### src/rtl/interrupt_sequencer_pkg.sv
// interrupt_sequencer shared definitions
// FSM state encodings, default vector layout, vector address helper
package interrupt_sequencer_pkg;

    localparam int ADDR_W = 16;

    localparam logic [ADDR_W-1:0] DEF_VECTOR_BASE   = 16'h0010;
    localparam logic [ADDR_W-1:0] DEF_VECTOR_STRIDE = 16'h0004;

    typedef enum logic [1:0] {
        ST_IDLE   = 2'b00,
        ST_ENTER  = 2'b01,
        ST_ACTIVE = 2'b10,
        ST_RETURN = 2'b11
    } seq_state_t;

    // Vector address, wrapping in 16 bits.
    function automatic logic [ADDR_W-1:0] vector_addr(
        input logic [ADDR_W-1:0] base,
        input logic [ADDR_W-1:0] stride,
        input logic [ADDR_W-1:0] idx
    );
        return base + stride * idx;
    endfunction

endpackage

### src/rtl/interrupt_sequencer_if.sv
// interrupt_sequencer <-> program counter bus
// master: sequencer side, slave: PC side
interface interrupt_sequencer_if;
    import interrupt_sequencer_pkg::*;

    logic              o_pc_interrupt_enable;
    logic [ADDR_W-1:0] o_pc_interrupt_address;
    logic              o_pc_recovery_enable;
    logic [ADDR_W-1:0] o_recovery_address;
    logic              o_pc_lock;
    logic [ADDR_W-1:0] i_save_address;

    modport master (
        output o_pc_interrupt_enable,
        output o_pc_interrupt_address,
        output o_pc_recovery_enable,
        output o_recovery_address,
        output o_pc_lock,
        input  i_save_address
    );

    modport slave (
        input  o_pc_interrupt_enable,
        input  o_pc_interrupt_address,
        input  o_pc_recovery_enable,
        input  o_recovery_address,
        input  o_pc_lock,
        output i_save_address
    );

endinterface

### src/rtl/interrupt_sequencer_irq_return_stack.sv
// irq_return_stack: LIFO of interrupt return addresses
// push and pop are never requested in the same cycle
module irq_return_stack #(
    parameter int STACK_DEPTH = 4,
    parameter int WIDTH       = 16,
    parameter int DW          = $clog2(STACK_DEPTH + 1)
) (
    input  logic             clk,
    input  logic             n_rst,
    input  logic             push,
    input  logic             pop,
    input  logic [WIDTH-1:0] push_data,
    output logic [WIDTH-1:0] top,
    output logic [DW-1:0]    depth,
    output logic             full,
    output logic             empty
);

    localparam int AW = (STACK_DEPTH > 1) ? $clog2(STACK_DEPTH) : 1;

    logic [WIDTH-1:0] mem [STACK_DEPTH];
    logic [DW-1:0]    cnt;
    logic [AW-1:0]    wr_ptr;
    logic [AW-1:0]    rd_ptr;
    logic             do_push;
    logic             do_pop;

    assign wr_ptr  = AW'(cnt);
    assign rd_ptr  = AW'(cnt - DW'(1));
    assign full    = (cnt == DW'(STACK_DEPTH));
    assign empty   = (cnt == '0);
    assign do_push = push && !full;
    assign do_pop  = pop && !empty;
    assign top     = mem[rd_ptr];
    assign depth   = cnt;

    // Entry count; reset discards all stacked addresses.
    always_ff @(posedge clk or negedge n_rst) begin
        if (!n_rst) begin
            cnt <= '0;
        end else if (do_push) begin
            cnt <= cnt + DW'(1);
        end else if (do_pop) begin
            cnt <= cnt - DW'(1);
        end
    end

    // Storage array, contents only meaningful below cnt.
    always_ff @(posedge clk) begin
        if (do_push) begin
            mem[wr_ptr] <= push_data;
        end
    end

endmodule

### src/rtl/interrupt_sequencer.sv
// interrupt_sequencer: prioritised entry/return sequencing for the PC
// priority encoder, mask register, FSM and nesting return stack
module interrupt_sequencer
    import interrupt_sequencer_pkg::*;
#(
    parameter int                IRQ_NUM       = 4,
    parameter int                STACK_DEPTH   = 4,
    parameter logic [ADDR_W-1:0] VECTOR_BASE   = DEF_VECTOR_BASE,
    parameter logic [ADDR_W-1:0] VECTOR_STRIDE = DEF_VECTOR_STRIDE
) (
    input  logic                 clk,
    input  logic                 n_rst,
    input  logic [IRQ_NUM-1:0]   i_irq,
    input  logic                 i_global_en,
    input  logic                 i_mask_wr,
    input  logic [IRQ_NUM-1:0]   i_mask_data,
    input  logic                 i_iret,
    interrupt_sequencer_if.master pc,
    output logic [IRQ_NUM-1:0]   o_irq_ack,
    output logic [IRQ_NUM-1:0]   o_in_service,
    output logic                 o_iret_error
);

    localparam int DW = $clog2(STACK_DEPTH + 1);
    localparam int IW = (IRQ_NUM > 1) ? $clog2(IRQ_NUM) : 1;

    seq_state_t        state;
    logic [IRQ_NUM-1:0] mask;
    logic [IRQ_NUM-1:0] pend;
    logic [IRQ_NUM-1:0] cand_oh;
    logic [IRQ_NUM-1:0] svc_oh;
    logic [IW-1:0]      cand_idx;
    logic               higher;
    logic               take;
    logic               push;
    logic               pop;
    logic [ADDR_W-1:0]  stk_top;
    logic [DW-1:0]      stk_depth;
    logic               stk_full;
    logic               stk_empty;

    assign pend = i_global_en ? (i_irq & ~mask) : '0;

    // Isolate lowest set bit: lower index means higher priority,
    // so comparing one-hot values compares priorities.
    assign cand_oh = pend & (~pend + IRQ_NUM'(1));
    assign svc_oh  = o_in_service & (~o_in_service + IRQ_NUM'(1));
    assign higher  = (o_in_service == '0) || (cand_oh < svc_oh);

    assign take = (pend != '0)
               && ((state == ST_IDLE) || (state == ST_ACTIVE))
               && !i_iret
               && !stk_full
               && higher;

    assign push = (state == ST_ENTER);
    assign pop  = (state == ST_RETURN) && !stk_empty;

    // Priority encoder: index of the lowest pending line.
    always_comb begin
        cand_idx = '0;
        for (int i = IRQ_NUM - 1; i >= 0; i--) begin
            if (pend[i]) begin
                cand_idx = IW'(i);
            end
        end
    end

    irq_return_stack #(
        .STACK_DEPTH (STACK_DEPTH),
        .WIDTH       (ADDR_W),
        .DW          (DW)
    ) u_stack (
        .clk       (clk),
        .n_rst     (n_rst),
        .push      (push),
        .pop       (pop),
        .push_data (pc.i_save_address),
        .top       (stk_top),
        .depth     (stk_depth),
        .full      (stk_full),
        .empty     (stk_empty)
    );

    // Sequencer FSM with registered PC controls, mask and service bits.
    always_ff @(posedge clk or negedge n_rst) begin
        if (!n_rst) begin
            state                     <= ST_IDLE;
            mask                      <= '1;
            o_irq_ack                 <= '0;
            o_in_service              <= '0;
            o_iret_error              <= 1'b0;
            pc.o_pc_interrupt_enable  <= 1'b0;
            pc.o_pc_interrupt_address <= '0;
            pc.o_pc_recovery_enable   <= 1'b0;
            pc.o_recovery_address     <= '0;
            pc.o_pc_lock              <= 1'b0;
        end else begin
            if (i_mask_wr) begin
                mask <= i_mask_data;
            end
            o_irq_ack               <= '0;
            pc.o_pc_interrupt_enable <= 1'b0;
            pc.o_pc_recovery_enable  <= 1'b0;
            pc.o_pc_lock             <= 1'b0;
            unique case (state)
                ST_IDLE, ST_ACTIVE: begin
                    if (i_iret) begin
                        if (state == ST_IDLE) begin
                            o_iret_error <= 1'b1;
                        end else begin
                            state                   <= ST_RETURN;
                            pc.o_pc_lock            <= 1'b1;
                            pc.o_pc_recovery_enable <= 1'b1;
                            pc.o_recovery_address   <= stk_top;
                        end
                    end else if (take) begin
                        state                     <= ST_ENTER;
                        o_irq_ack                 <= cand_oh;
                        pc.o_pc_interrupt_enable  <= 1'b1;
                        pc.o_pc_interrupt_address <= vector_addr(
                            VECTOR_BASE,
                            VECTOR_STRIDE,
                            ADDR_W'(cand_idx)
                        );
                    end
                end
                ST_ENTER: begin
                    o_in_service <= o_in_service | o_irq_ack;
                    state        <= ST_ACTIVE;
                end
                ST_RETURN: begin
                    o_in_service <= o_in_service & (o_in_service - IRQ_NUM'(1));
                    state        <= (stk_depth > DW'(1)) ? ST_ACTIVE : ST_IDLE;
                end
                default: state <= ST_IDLE;
            endcase
        end
    end

endmodule
### src/flat_wrapper.sv
// flat-port wrapper written by rule: the top's interface ports become plain ports
module interrupt_sequencer_flat import interrupt_sequencer_pkg::*;
#(
    parameter int                IRQ_NUM       = 4,
    parameter int                STACK_DEPTH   = 4,
    parameter logic [ADDR_W-1:0] VECTOR_BASE   = DEF_VECTOR_BASE,
    parameter logic [ADDR_W-1:0] VECTOR_STRIDE = DEF_VECTOR_STRIDE
)
  (clk, n_rst, i_irq, i_global_en, i_mask_wr, i_mask_data, i_iret, o_irq_ack, o_in_service, o_iret_error, pc_o_pc_interrupt_enable, pc_o_pc_interrupt_address, pc_o_pc_recovery_enable, pc_o_recovery_address, pc_o_pc_lock, pc_i_save_address);
  interrupt_sequencer_if pc_i ();
  input  logic clk;
  input  logic n_rst;
  input  logic [IRQ_NUM-1:0] i_irq;
  input  logic i_global_en;
  input  logic i_mask_wr;
  input  logic [IRQ_NUM-1:0] i_mask_data;
  input  logic i_iret;
  output logic [IRQ_NUM-1:0] o_irq_ack;
  output logic [IRQ_NUM-1:0] o_in_service;
  output logic o_iret_error;
  output wire logic [$bits(pc_i.o_pc_interrupt_enable)-1:0] pc_o_pc_interrupt_enable;
  output wire logic [$bits(pc_i.o_pc_interrupt_address)-1:0] pc_o_pc_interrupt_address;
  output wire logic [$bits(pc_i.o_pc_recovery_enable)-1:0] pc_o_pc_recovery_enable;
  output wire logic [$bits(pc_i.o_recovery_address)-1:0] pc_o_recovery_address;
  output wire logic [$bits(pc_i.o_pc_lock)-1:0] pc_o_pc_lock;
  input wire logic [$bits(pc_i.i_save_address)-1:0] pc_i_save_address;
  assign pc_o_pc_interrupt_enable = pc_i.o_pc_interrupt_enable;
  assign pc_o_pc_interrupt_address = pc_i.o_pc_interrupt_address;
  assign pc_o_pc_recovery_enable = pc_i.o_pc_recovery_enable;
  assign pc_o_recovery_address = pc_i.o_recovery_address;
  assign pc_o_pc_lock = pc_i.o_pc_lock;
  assign pc_i.i_save_address = pc_i_save_address;
  interrupt_sequencer #(.IRQ_NUM(IRQ_NUM), .STACK_DEPTH(STACK_DEPTH), .VECTOR_BASE(VECTOR_BASE), .VECTOR_STRIDE(VECTOR_STRIDE)) u_core (.clk(clk), .n_rst(n_rst), .i_irq(i_irq), .i_global_en(i_global_en), .i_mask_wr(i_mask_wr), .i_mask_data(i_mask_data), .i_iret(i_iret), .pc(pc_i), .o_irq_ack(o_irq_ack), .o_in_service(o_in_service), .o_iret_error(o_iret_error));
endmodule
### config.mk
export PLATFORM = sky130hd
export DESIGN_NAME = interrupt_sequencer_flat
export DESIGN_NICKNAME = d
export VERILOG_FILES = /design/src/rtl/interrupt_sequencer_pkg.sv /design/src/rtl/interrupt_sequencer_if.sv /design/src/rtl/interrupt_sequencer_irq_return_stack.sv /design/src/rtl/interrupt_sequencer.sv /design/src/flat_wrapper.sv
export SDC_FILE = /design/constraint.sdc
export NUM_CORES = 1
export LEC_CHECK = 0
export ABC_AREA = 1
export BUFFER_PORTS_ARGS = -buffer_cell sky130_fd_sc_hd__buf_2
export CORE_UTILIZATION = 30
export DETAILED_ROUTE_END_ITERATION = 7
export PLACE_DENSITY_LB_ADDON = 0.25
export SYNTH_ARGS = -nofsm -noshare
export SYNTH_HDL_FRONTEND = slang
export SYNTH_SLANG_ARGS = --single-unit
### constraint.sdc
create_clock -name clk -period 2.9 [get_ports clk]
set_input_delay 0.29 -clock clk [delete_from_list [all_inputs] [get_ports clk]]
set_output_delay 0.29 -clock clk [all_outputs]
set_load 0.005 [all_outputs]
# Word level (Yosys, flattened, before mapping)
# Memory sizes are Yosys's and may differ from the RTL's. A register that Yosys moved wholly into a read port is not among the register bits.
# Index checks and enable logic that the tools add are counted.
classes:
  addsub: 6
  n_lt_le_gt_ge: 2
  n_eq_ne: 6
  mux: 24
  bitwise_logic: 10
  reduce_logical: 24
op_table:
  columns: ["op", "n"]
  rows:
  - ["$and 4x4->4", 4]
  - ["$mux 2", 8]
  - ["$mux 4", 4]
  - ["$not 4->4", 3]
  - ["$reduce_and 3->1", 3]
  - ["$add 4x1->4 const B", 2]
  - ["$mux 1", 8]
  - ["$pmux 4 s2", 1]
  - ["$logic_and 1x1->1", 7]
  - ["$add 5x4->6 const A", 1]
  - ["$mux 3", 2]
  - ["$pmux 2 s3", 1]
  - ["$eq 2x2->1 const B", 2]
  - ["$logic_not 1->1", 4]
  - ["$logic_not 4->1", 1]
  - ["$lt 4x4->1", 1]
  - ["$or 4x4->4", 1]
  - ["$reduce_bool 2->1", 2]
  - ["$reduce_bool 4->1", 1]
  - ["$sub 4x1->4 const B", 1]
  - ["$add 3x1->3 const B", 1]
  - ["$eq 3x3->1 const B", 1]
  - ["$gt 3x1->1 const B", 1]
  - ["$logic_not 3->1", 1]
  - ["other kinds (9)", 11]
totals:
  register_bits: 36
  ram_bits: 64
  elab_cells: 82
  mem_count: 1
memory_table:
  columns: ["memory", "depth", "width", "read_ports", "rd_ports_with_merged_regs", "wr", "line_no", "text"]
  rows:
  - ["u_core.u_stack.mem", 4, 16, 1, 1, 1, "interrupt_sequencer_irq_return_stack.sv:21", "logic [WIDTH-1:0] mem [STACK_DEPTH];"]

# Logic depth before layout (Yosys ltp)
logic_depth:
  ltp_word: 12
  ltp_mapped: 13
  ltp_nobuf: 13

# Hierarchy
# A second synthesis with hierarchy kept.
unflattened:
  hier_cells: 430
  area_unflattened_um2: 4470.5
modules_own_cells:
  columns: ["module", "n_inst", "cells_per_inst", "area_per_inst_um2"]
  rows:
  - ["irq_return_stack", 1, 233, 2810.2]
  - ["interrupt_sequencer", 1, 197, 1660.3]

# Worst setup path before layout
# Ideal clock, no wire load.
synth_timing:
  path_type: "register to register"
  from: "reg u_core.u_stack.cnt[0] (netlist: u_core.u_stack.depth[0])"
  to: "mem u_core.u_stack.mem[2][0] (enable)"
  setup_ps: 389
  t_arrival_ps: 2265
  required_ps: 2511
  setup_slack_ps: 246
  path_stages_with_launch: 9
  path_buffers: 2
  synth_period_minus_slack_ps: 2654
  path_cell_list: "dfrtp_1 > buf_2 > clkinv_1 > buf_2 > ha_1 > ha_1 > nor2_1 > inv_1 > nor2_1"
synth_via:
  elab_chain_len: 5
synth_lines:
  columns: ["item", "line_no", "text"]
  rows:
  - ["start, declared", "interrupt_sequencer_irq_return_stack.sv:22", "logic [DW-1:0] cnt;"]
  - ["start signal, assigned", "interrupt_sequencer_irq_return_stack.sv:42", "cnt <= cnt + DW'(1);"]
  - ["start signal, assigned", "interrupt_sequencer_irq_return_stack.sv:44", "cnt <= cnt - DW'(1);"]
  - ["$eq 3x3->1", "interrupt_sequencer_irq_return_stack.sv:30", "assign full = (cnt == DW'(STACK_DEPTH));"]
  - ["$logic_not 1->1", "interrupt_sequencer_irq_return_stack.sv:32", "assign do_push = push && !full;"]
  - ["$logic_and 1x1->1", "interrupt_sequencer_irq_return_stack.sv:32", null]
  - ["$mux 1", "interrupt_sequencer_irq_return_stack.sv:50", "if (do_push) begin"]
  - ["$mux 1 (implied by the code)", "interrupt_sequencer_irq_return_stack.sv:51", "mem[wr_ptr] <= push_data;"]
  - ["end, declared", "interrupt_sequencer_irq_return_stack.sv:21", null]
# Parallel ways exist; a longest one is shown, timed or not.

# Final worst setup path
layout_timing:
  from: "reg u_core.u_stack.cnt[1] (netlist: u_core.u_stack.depth[1])"
  to: "mem u_core.u_stack.mem[2][4] (enable)"
# The elaborated chain is that of the path after synthesis.

==> flow_summary.toml <==
[status]
outcome = "completed"

[sta]
layout_min_cycle_time_ns = 2.25
final_hold_viol_count = 0
rsz0062_at_grt = "no"
relSlewSlack_pct = 36.3
slew_violations = 0
fmax_mhz = 445
final.period_utilization_pct = 77.5
setup_viol = 0
tightestPinTransition_ns = 0.955
hold_slack_ns = 0.0878
finClkSkew_ns = 0.0101
fin_tns_setup_ns = 0

[cts]
cts_made_buffers = 9
cts.path.max_buffers = 2
clk_pin_slew_ns = 0.07
cts_tree = "yes"
ctsResizeCount = 0
cts_sinks = 103
root_buffer = "clkbuf_16"
cts_setup_buffers = 0
cts.htree.levels = 3
worstSkewPairLatency_ns = 0.35
ctsHoldBuffers = 0

[worst_setup_path]
cp_cell_sequence = "inv_1 -> ha_1 -> ha_1 -> nor2_1 -> inv_1 -> nor2_1 -> buf_4"
worst_path_max_delay_cell = "dfrtp_1"
critPathRequiredTime_ns = 2.94
crit_start = "u_core.u_stack.depth[1]$_DFFE_PN0P_"
critPathLaunchType = "flop"
crit_family = "simple AND/OR/NAND/NOR gates"
path_class = "reg2reg"
cp_data_arrival_time_ns = 2.29
critPathMaxStageDelay_ns = 0.38
cp_max_fo = 12
path_buf_inv = 3
end_kind = "flop"
worstReg2RegStart = "u_core.u_stack.depth[1]$_DFFE_PN0P_"

[global_route]
grt_pass1_wl_um = 14600
antenna_found_initial = 0
first_global_vias = 2816
grtUsageTotal_pct = 13.3
grt_remaining_overflow = 0
grt_max_degree = 40

[synthesis]
synthXorXnorAreaFrac_pct = 0.203
synth_area_um2 = 4320
synth.distinct_cells = 30
synth_mux_area_share_pct = 0
yosys_register_bits = 103
synthAdderAreaFrac_pct = 2.61
yosys.area_share.simple_pct = 15.4
yosys-top-cells-area = "edfxtp_1 (45%), dfrtp_1 (20%), nand2_1 (7.2%)"
synth_top_area_cell = "edfxtp_1"
synth-compound-area-share_pct = 7.53
synthCells = 385
avgSynthCellArea_um2 = 11.2
synth-warning-count = 0
yosysSeqAreaShare_pct = 67.2
synth_top_area_share_pct = 44.5
synth_top_family_by_area = "simple AND/OR/NAND/NOR gates"

[layout]
ff_latch_area_um2 = 2900
mostFrequentLayoutCells = "nand2_1 (83), edfxtp_1 (64), nor2_1 (62), buf_2 (59), dfrtp_1 (35)"
drive_gt1_share_pct = 22.2
diodes = 0
fillers = 1389
multi_input_area_um2 = 1160
fin_nets = 488
layout_commonest_cell = "nand2_1"
area_growth_syn_to_layout_pct = 18.7

[power]
powerDensity_nw_per_um2 = 940
ir_drop_v = 0.000441
leakage_nw = 2.26

[route]
post_drt_wl_per_cell_um = 14.0
vias_per_cell = 4.40
ant_nets = 0
totalWireLength_um = 8880
routed-via-count = 2791
drt-initial-drc-count = 130
firstDrtPassIters = 4
drc = 0

[floorplanning]
boundaryPins = 73
die_x_um = 122
die-area_um2 = 14900
start_util_pct = 31.0
coreArea_um2 = 13900
rows = 43
die_h_um = 122

[place]
dp_hpwl_um = 5810
place.gp.congestion = 0.807
numPortBuffers = 59

[hold_path]
hold_class = "in2async"

[run]
drv_cap = 0
power by group:
part           total, mW  switching, mW  internal [mW]  leakage (nW)
sequential          1.95          0.116           1.84          1.06
clock               1.33          0.557          0.776         0.165
combinational       1.53          0.970          0.559          1.04
total               4.82           1.64           3.17          2.26
stage by stage:
stage          power, mW  utilization [%]  instance area [um2]  cells  setup WS (ns)
6_report            4.82             36.8                 5130    635          0.652
5_1_grt             5.19             36.8                 5130    635          0.478
4_1_cts             4.92             36.8                 5130    635          0.640
3_5_place_dp        3.54             34.4                 4790    619          0.654
3_3_place_gp        3.53             34.4                 4790    619          0.756
2_1_floorplan       3.04                -                 4360    397          0.246
routing by layer:
layer | global-route usage, % | up-vias | routed length, um
li1 | - | 1390 | -
met1 | 16.9 | 1315 | 4170
met2 | 21.3 | 78 | 4130
met3 | 3.75 | 8 | 486
met4 | 4.94 | 0 | 99
met5 | 0 | - | 0
kinds of logic after synthesis:
logic type / count (synthesis)
AOI/OAI and AO/OA: 48
xor gates and xnor gates: 1
adders and majority gates: 9
buffers and inverters: 62
DFF: 103
other: 1
and+or+nand+nor: 161
synth_stat cells:
library cell  number
buf_4             16
a22o_1             1
nand2_2            2
dfstp_2            4
buf_2              5
nor2_1            62
nand2_4            1
xor2_1             1
nand3_2            3
nand2_1           83
clkinv_1           2
a32oi_1            1
conb_1             1
nor3_4             1
a31o_2             1
o311ai_0           1
clkbuf_1           5
edfxtp_1          64
o221ai_1           1
a22oi_1            1
inv_1             34
nand3_1            4
dfrtp_1           35
o32ai_1           16
ha_1               9
o21ai_0           22
a21oi_1            3
o21ai_2            1
nor2_2             4
nand4_1            1
final timing paths:
path,to,cells past startpoint,slack [ns]
min,u_core.pc.o_recovery_address[4]$_DFFE_PN0P_,1,0.09
max reg2reg,u_core.u_stack.mem[2][4]$_DFFE_PP_,7,0.65
min reg2reg,u_core.pc.o_pc_interrupt_address[2]$_DFFE_PN0P_,2,0.47
min in group clk,u_core.u_stack.mem[2][15]$_DFFE_PP_,1,0.16
max in group asynchronous,u_core.o_irq_ack[1]$_DFF_PN0_,1,2.20
max,u_core.u_stack.mem[2][4]$_DFFE_PP_,7,0.65
sequential cells by signal, summed over array words and instances, names as in the netlist:
register and cells:
u_core.mask 4, u_core.o_in_service 4, u_core.o_iret_error 1, u_core.o_irq_ack 4, u_core.pc.o_pc_interrupt_address 3, u_core.pc.o_pc_interrupt_enable 1, u_core.pc.o_pc_recovery_enable 1, u_core.pc.o_recovery_address 16
u_core.state 2, u_core.u_stack.depth 3, u_core.u_stack.mem 64
final cells by class:
class	count	share of cell area, %
clock buffers	9	4.39
repair buffers	68	7.08
well taps	180	4.39
multi-input cells	232	22.7
clock inverters	7	2.22
flip-flops and latches	103	56.6
inverters	36	2.64
Note: power is estimated with default switching activity, not from simulation.
